$ cat config.mk
export PLATFORM = sky130hd
export DESIGN_NAME = rf_wb_arbiter
export DESIGN_NICKNAME = d
export VERILOG_FILES = /design/src/rtl/rf_wb_arbiter.sv
export SDC_FILE = /design/constraint.sdc
export NUM_CORES = 1
export LEC_CHECK = 0
export BUFFER_PORTS_ARGS = -buffer_cell sky130_fd_sc_hd__buf_2
export CAP_MARGIN = 25
export CORE_ASPECT_RATIO = 0.9
export CORE_MARGIN = 2
export CORE_UTILIZATION = 35
export DETAILED_ROUTE_END_ITERATION = 10
export HOLD_SLACK_MARGIN = 0.12
export PLACE_DENSITY = 0.75
export SETUP_SLACK_MARGIN = 0.1
export SLEW_MARGIN = 20
export SYNTH_ARGS = -nofsm -noshare
export SYNTH_HDL_FRONTEND = slang
export SYNTH_SLANG_ARGS = --single-unit
$ cat constraint.sdc
create_clock -name clk -period 1.83 [get_ports clk]
set_input_delay 0.0915 -clock clk [delete_from_list [all_inputs] [get_ports clk]]
set_output_delay 0.0915 -clock clk [all_outputs]
set_load 0.05 [all_outputs]
$ cat src/rtl/rf_wb_arbiter.sv
// Register-file write-port controller: clears x1..x31 after reset, then round-robins ALU/LSU writebacks.
// Latency: an accepted request appears on rf_wr_* one cycle later. Backpressure: the combinational ready goes to at most one requester.
module rf_wb_arbiter #(
    parameter int DATA_WIDTH = 32,
    parameter int CNT_WIDTH  = 16
) (
    input  logic                  clk,
    input  logic                  reset,
    input  logic                  req0_valid,
    input  logic [4:0]            req0_addr,
    input  logic [DATA_WIDTH-1:0] req0_data,
    output logic                  req0_ready,
    input  logic                  req1_valid,
    input  logic [4:0]            req1_addr,
    input  logic [DATA_WIDTH-1:0] req1_data,
    output logic                  req1_ready,
    output logic                  rf_wr_en,
    output logic [4:0]            rf_wr_addr,
    output logic [DATA_WIDTH-1:0] rf_wr_data,
    output logic                  init_done,
    output logic [CNT_WIDTH-1:0]  stall0_cnt,
    output logic [CNT_WIDTH-1:0]  stall1_cnt
);

    typedef enum logic {ST_INIT, ST_RUN} state_t;

    state_t                state_q, state_d;
    logic [4:0]            init_cnt_q, init_cnt_d;
    logic                  last_grant_q, last_grant_d;
    logic                  wr_en_q, wr_en_d;
    logic [4:0]            wr_addr_q, wr_addr_d;
    logic [DATA_WIDTH-1:0] wr_data_q, wr_data_d;
    logic                  init_done_q, init_done_d;
    logic [CNT_WIDTH-1:0]  stall0_q, stall0_d;
    logic [CNT_WIDTH-1:0]  stall1_q, stall1_d;
    logic                  grant0, grant1;

    // On a tie the requester that did not win last time is served.
    always_comb begin
        grant0 = 1'b0;
        grant1 = 1'b0;
        if (state_q == ST_RUN) begin
            if (req0_valid && req1_valid) begin
                grant0 = last_grant_q;
                grant1 = ~last_grant_q;
            end else begin
                grant0 = req0_valid;
                grant1 = req1_valid;
            end
        end
    end

    always_comb begin
        state_d      = state_q;
        init_cnt_d   = init_cnt_q;
        last_grant_d = last_grant_q;
        wr_en_d      = 1'b0;
        wr_addr_d    = wr_addr_q;
        wr_data_d    = wr_data_q;
        init_done_d  = init_done_q;
        stall0_d     = stall0_q;
        stall1_d     = stall1_q;

        if (state_q == ST_INIT) begin
            wr_en_d    = 1'b1;
            wr_addr_d  = init_cnt_q;
            wr_data_d  = '0;
            init_cnt_d = init_cnt_q + 5'd1;
            if (init_cnt_q == 5'd31) begin
                state_d     = ST_RUN;
                init_done_d = 1'b1;
            end
        end else if (grant0) begin
            wr_en_d      = (req0_addr != 5'd0);
            wr_addr_d    = req0_addr;
            wr_data_d    = req0_data;
            last_grant_d = 1'b0;
        end else if (grant1) begin
            wr_en_d      = (req1_addr != 5'd0);
            wr_addr_d    = req1_addr;
            wr_data_d    = req1_data;
            last_grant_d = 1'b1;
        end

        // Counters stick at all-ones rather than wrapping.
        if (req0_valid && !grant0 && (stall0_q != '1))
            stall0_d = stall0_q + CNT_WIDTH'(1);
        if (req1_valid && !grant1 && (stall1_q != '1))
            stall1_d = stall1_q + CNT_WIDTH'(1);
    end

    always_ff @(posedge clk) begin
        if (reset) begin
            state_q      <= ST_INIT;
            init_cnt_q   <= 5'd1;
            last_grant_q <= 1'b1;
            wr_en_q      <= 1'b0;
            wr_addr_q    <= 5'd0;
            wr_data_q    <= '0;
            init_done_q  <= 1'b0;
            stall0_q     <= '0;
            stall1_q     <= '0;
        end else begin
            state_q      <= state_d;
            init_cnt_q   <= init_cnt_d;
            last_grant_q <= last_grant_d;
            wr_en_q      <= wr_en_d;
            wr_addr_q    <= wr_addr_d;
            wr_data_q    <= wr_data_d;
            init_done_q  <= init_done_d;
            stall0_q     <= stall0_d;
            stall1_q     <= stall1_d;
        end
    end

    assign req0_ready = grant0;
    assign req1_ready = grant1;
    assign rf_wr_en   = wr_en_q;
    assign rf_wr_addr = wr_addr_q;
    assign rf_wr_data = wr_data_q;
    assign init_done  = init_done_q;
    assign stall0_cnt = stall0_q;
    assign stall1_cnt = stall1_q;

endmodule

[Word-level counts from Yosys, hierarchy flattened]
Cells that the tools add are included.
Cells by class
  add/sub/neg operators: 3
  multiply operators: 0
  divide/modulo/power cells: 0
  order comparisons: 0
  eq/ne operators: 4
  shift operators: 0
  multiplexer cells: 16
  bitwise logic cells: 2
  reduce and logical (&&, ||, !) cells: 13
Operators with widths (count)
  $mux 32: 2
  $add 16x1->16 const B: 2
  $ne 16x16->1 const B: 2
  $mux 5: 3
  $mux 1: 11
  $reduce_bool 5->1: 2
  $add 5x1->5 const B: 1
  $eq 5x5->1 const B: 1
  $logic_and 1x1->1: 5
  $reduce_and 2->1: 2
  $ne 3x1->1 const B: 1
  $logic_not 1->1: 2
  $not 1->1: 2
  $reduce_bool 2->1: 1
  $reduce_or 2->1: 1
Storage, ports and cells
  bits in registers: 78
  latch bits: 0
  RAM bits: 0
  bits in read-only memories: 0
  bits of input ports: 78
  output and inout port bits: 73
  word-level logic and storage cells: 47
  memories: 0

[Longest topological paths before layout]
  depth after elaboration: 6
  depth in mapped cells: 7
  gate-level depth less buffers: 6

[Worst setup path after synthesis]
Ideal clock, no wire load.
  kind: reg-to-reg
  from: register stall1_q[0] (netlist: stall1_cnt[0])
  to: register stall1_q[8] (netlist: stall1_cnt[8])
  setup time: 70 ps
  data arrival time: 2136 ps
  data required time: 1760 ps
  slack: -377 ps
  stages on the path, launching flop included: 6
  buffers on the path: 0
  clock period less this slack: 2207 ps
  cells stage by stage: dfxtp_1 > ha_1 > nand3_1 > or4b_4 > or3_1 > a21oi_1
Between the ends
  word-level cells in the longest chain between the ends: 2
  elaborated cells on any way between the ends: 3
  classes of those cells: 1 x add/sub; 1 x eq/ne; 1 x reduce/logical
RTL lines
  start, declared: RTL line 35  | logic [CNT_WIDTH-1:0] stall1_q, stall1_d;
  start signal, assigned: RTL line 112  | stall1_q <= stall1_d;
  branches (longest 2 deep; another with $add 16x1->16)
Several ways; the timed one is not identified.
A chain may end at the register's enable or synchronous reset.

[Worst setup path in the final report]
  from: register last_grant_q
  to: register stall0_q[15] (netlist: stall0_cnt[15])
Between the ends
  word-level cells in the longest chain between the ends: 5
RTL lines
  start, declared: RTL line 29  | logic last_grant_q, last_grant_d;
  start signal, assigned: RTL line 106  | last_grant_q <= last_grant_d;
  $mux 1: RTL line 43  | if (req0_valid && req1_valid) begin
  $mux 1: RTL line 42  | if (state_q == ST_RUN) begin
  $logic_not 1->1: RTL line 86  | if (req0_valid && !grant0 && (stall0_q != '1))
  $logic_and 1x1->1 (2 in a row): RTL line 86
  end signal, assigned: RTL line 111  | stall0_q <= stall0_d;
  end, declared: RTL line 34  | logic [CNT_WIDTH-1:0] stall0_q, stall0_d;
No other way between the ends.

==> results by group <==
Status
  – Outcome: complete, no violations

Clock network
  – TritonCTS clock tree: built
  – H-tree depth: 3
  – Worst skew pair latency: 0.32 ns
  – CTS Buffer Depth: 2
  – Worst-path clk slew: 0.06 ns
  – Clk sinks: 78
  – CTS buffer count: 9
  – CTS Root Cell: clkbuf_16

Timing
  – RSZ-0062 raised after global routing: yes
  – Final period util: 93.81%
  – Final clock skew: 0.008377 ns
  – Achievable Freq: 582.5 MHz
  – Tmin final: 1.717 ns
  – Slew HR: 55.15%
  – Final hold viol count: 0
  – Final Slew Violations: 0
  – Setup ws final: 0.1132 ns
  – Final Setup Violations: 0
  – Slew @ Worst Pin: 0.6676 ns

Floorplanning
  – Initial core utilization: 35.41%
  – Die X-Extent: 110.6 um
  – Ports: 151
  – Die ar.: 0.01106 mm2
  – Core footprint: 0.01012 mm2
  – Row cnt: 35
  – Height of the die: 99.98 um

Worst setup path
  – Critical path class: reg -> reg
  – Startpoint Class: flop
  – WP data required: 2.04 ns
  – WP data arrival: 1.93 ns
  – CP endpoint kind: flop
  – Largest fanout on the critical path: 4

Place
  – Placed inst area: 0.004678 mm2
  – Placer Congestion: 0.9164
  – Pre-CTS setup slack: 0.08411 ns
  – IO Port Bufs: 150
  – Hpwl dp: 7323 um

Logic synthesis
  – Post-Syn Instances: 438
  – Synth Flop Type: dfxtp_1
  – Yosys reg bits: 78
  – EDFF count, synth: 0
  – Yosys cell types: 49
  – Synth warn: 0
  – Sequential share of the synthesized area: 43.59%
  – Ys async rst share: 0%
  – Mapped Area: 0.003582 mm2
  – Syn Nets: 520
  – Mapped Avg Cell Area: 8.179 um2

Detailed routing
  – 1st-iter DRT viols: 245
  – Vias after detailed routing: 4208
  – Final wirelength: 12160 um
  – Post-detailed-route via-to-cell ratio: 5.201
  – DR WL/cell: 15.03 um
  – Final ANT Viol Nets: 0
  – DRT Pass-1 Iters: 5
  – # DRC: 0

Global routing
  – First-pass GRT wire length: 18530 um
  – Largest net degree at the start of global routing: 65
  – Vias in the first global route: 3997
  – Global Route Usage Sum: 20.06%
  – Remaining global-route overflow: 0
  – Initial antenna violation count: 0

Finish
  – FF+latch area: 0.001653 mm2
  – Share of layout cells above drive strength 1: 37.21%
  – Design area: 0.005916 mm2
  – ANT cells: 0
  – Post-route core utilization: 58.48%
  – Area of the multi-input gates: 0.002029 mm2
  – Synth-to-layout area growth: 65.14%
  – Fillers: 880
  – Fin nets: 757

Min path
  – HP Class: in -> reg

Run
  – Max-cap violations: 0

Power and ir drop
  – Worst VDD drop: 453.7 uV
  – Leakage: 2.437 nW
  – PwrDens: 673.9 mW/mm2
  – Tot Pwr: 0.003987 W
[cell type report]
cell class,count,area share [%]
timing repair buffer,251,29.48
sequential,78,27.94
inverter,5,0.3173
tap,129,2.728
clock buffer,11,4.294
clock inverter,5,0.9306
multi-input combinational,330,34.31
[metal layers]
metal	up-vias	part of all wire, %	GRT usage [%]
li1	2034	-	-
met1	1996	43	24.04
met2	139	50	34.83
met3	39	3.5	3.804
met4	0	3.6	10.00
met5	-	0	0
[synthesized netlist by cell type (all sizes together), types with 3 or more instances]
cell	count	area (um2)
xnor2	12	105.1
o31ai	4	35.03
inv	5	18.76
nor4	5	37.53
dfxtp	78	1562
or3	3	18.77
xor2	6	52.55
mux2i	4	40.04
ha	4	50.05
a21oi	14	70.07
nand2	82	307.8
or4	6	45.04
a221oi	4	35.03
nand2b	6	37.54
nor2b	6	37.54
nand3	13	65.06
nor2	77	289.0
nor3	7	35.03
nand4	7	43.79
buf	8	40.04
a311oi	32	280.3
mux2	3	33.78
o21ai	8	40.04
clkbuf	17	63.81
and3	5	31.28
[report_power, final]
group | switching, W | internal (W) | leakage [nW]
combinational | 0.000192 | 0.000230 | 1.64
sequential | 0.0000251 | 0.00170 | 0.652
clock | 0.000701 | 0.00114 | 0.149
[state kept, by name, summed over array words and instances (netlist names)]
name and cells:
stall1_cnt 16, stall0_cnt 16, rf_wr_addr 5, init_cnt_q 5, rf_wr_en 1, rf_wr_data 32
state_q 1, init_done 1, last_grant_q 1
[final timing paths]
kind | start | to | slack (ns) | depth (start not counted)
max | last_grant_q$_SDFFE_PP1P_ | stall0_cnt[15]$_SDFFE_PP0P_ | 0.11 | 6
min | req1_addr[0] | rf_wr_addr[0]$_SDFFE_PP0P_ | 0.14 | 3
max reg2reg | last_grant_q$_SDFFE_PP1P_ | stall0_cnt[15]$_SDFFE_PP0P_ | 0.11 | 6
min reg2reg | stall0_cnt[10]$_SDFFE_PP0P_ | stall0_cnt[10]$_SDFFE_PP0P_ | 0.47 | 1
[through the flow]
stage | setup TNS [ns] | hold slack, ns | instances
6_report | 0 | 0.1396 | 809
5_1_grt | -0.04516 | 0.1618 | 809
4_1_cts | 0 | 0.1205 | 797
3_5_place_dp | 0 | 0.3600 | 709
3_3_place_gp | 0 | 0.3498 | 709
2_1_floorplan | 0 | 0.2461 | 438
[critical path, cell delays in order (launching register included)]
cell,delay [ns]
dfxtp_4,0.35
nand2b_4,0.15
buf_6,0.12
a21bo_4,0.22
a2111oi_4,0.30
nand3_1,0.15
mux2_4,0.32
[repair_timing]
item | 4_1_cts | 5_1_grt
hold buffers | 72 | 0
resized for setup | 2 | 21
hold endpoints to repair | 36 | 0
endpoints found under the setup margin | 3 | 17
pin swaps | 0 | 5
buffers inserted | 0 | 11
gates cloned | 0 | 1
[cells in the final DEF, fill, tap and decap left out, types with 7 or more instances in the layout]
master | synthesis | layout
dlygate4sd3_1 | 0 | 72
nand3_1 | 13 | 10
dfxtp_2 | 0 | 13
nand4_1 | 7 | 7
o21ai_0 | 8 | 8
dfxtp_4 | 0 | 20
clkbuf_16 | 0 | 11
buf_4 | 1 | 25
nand2_1 | 82 | 81
xnor2_1 | 12 | 12
a21oi_1 | 14 | 14
dfxtp_1 | 78 | 45
buf_2 | 5 | 148
nor2_1 | 77 | 77
a311oi_1 | 32 | 32
[kinds of logic after synthesis]
group / synth area share (%)
adder cells (fa/ha/maj): 1.397
buffers and inverters: 3.423
AND/OR/NAND/NOR: 28.71
multiplexers: 2.061
flip-flops: 43.59
XOR/XNOR: 4.401
AO/OA/AOI/OAI: 16.42
Power figures use the tool's default switching activity.
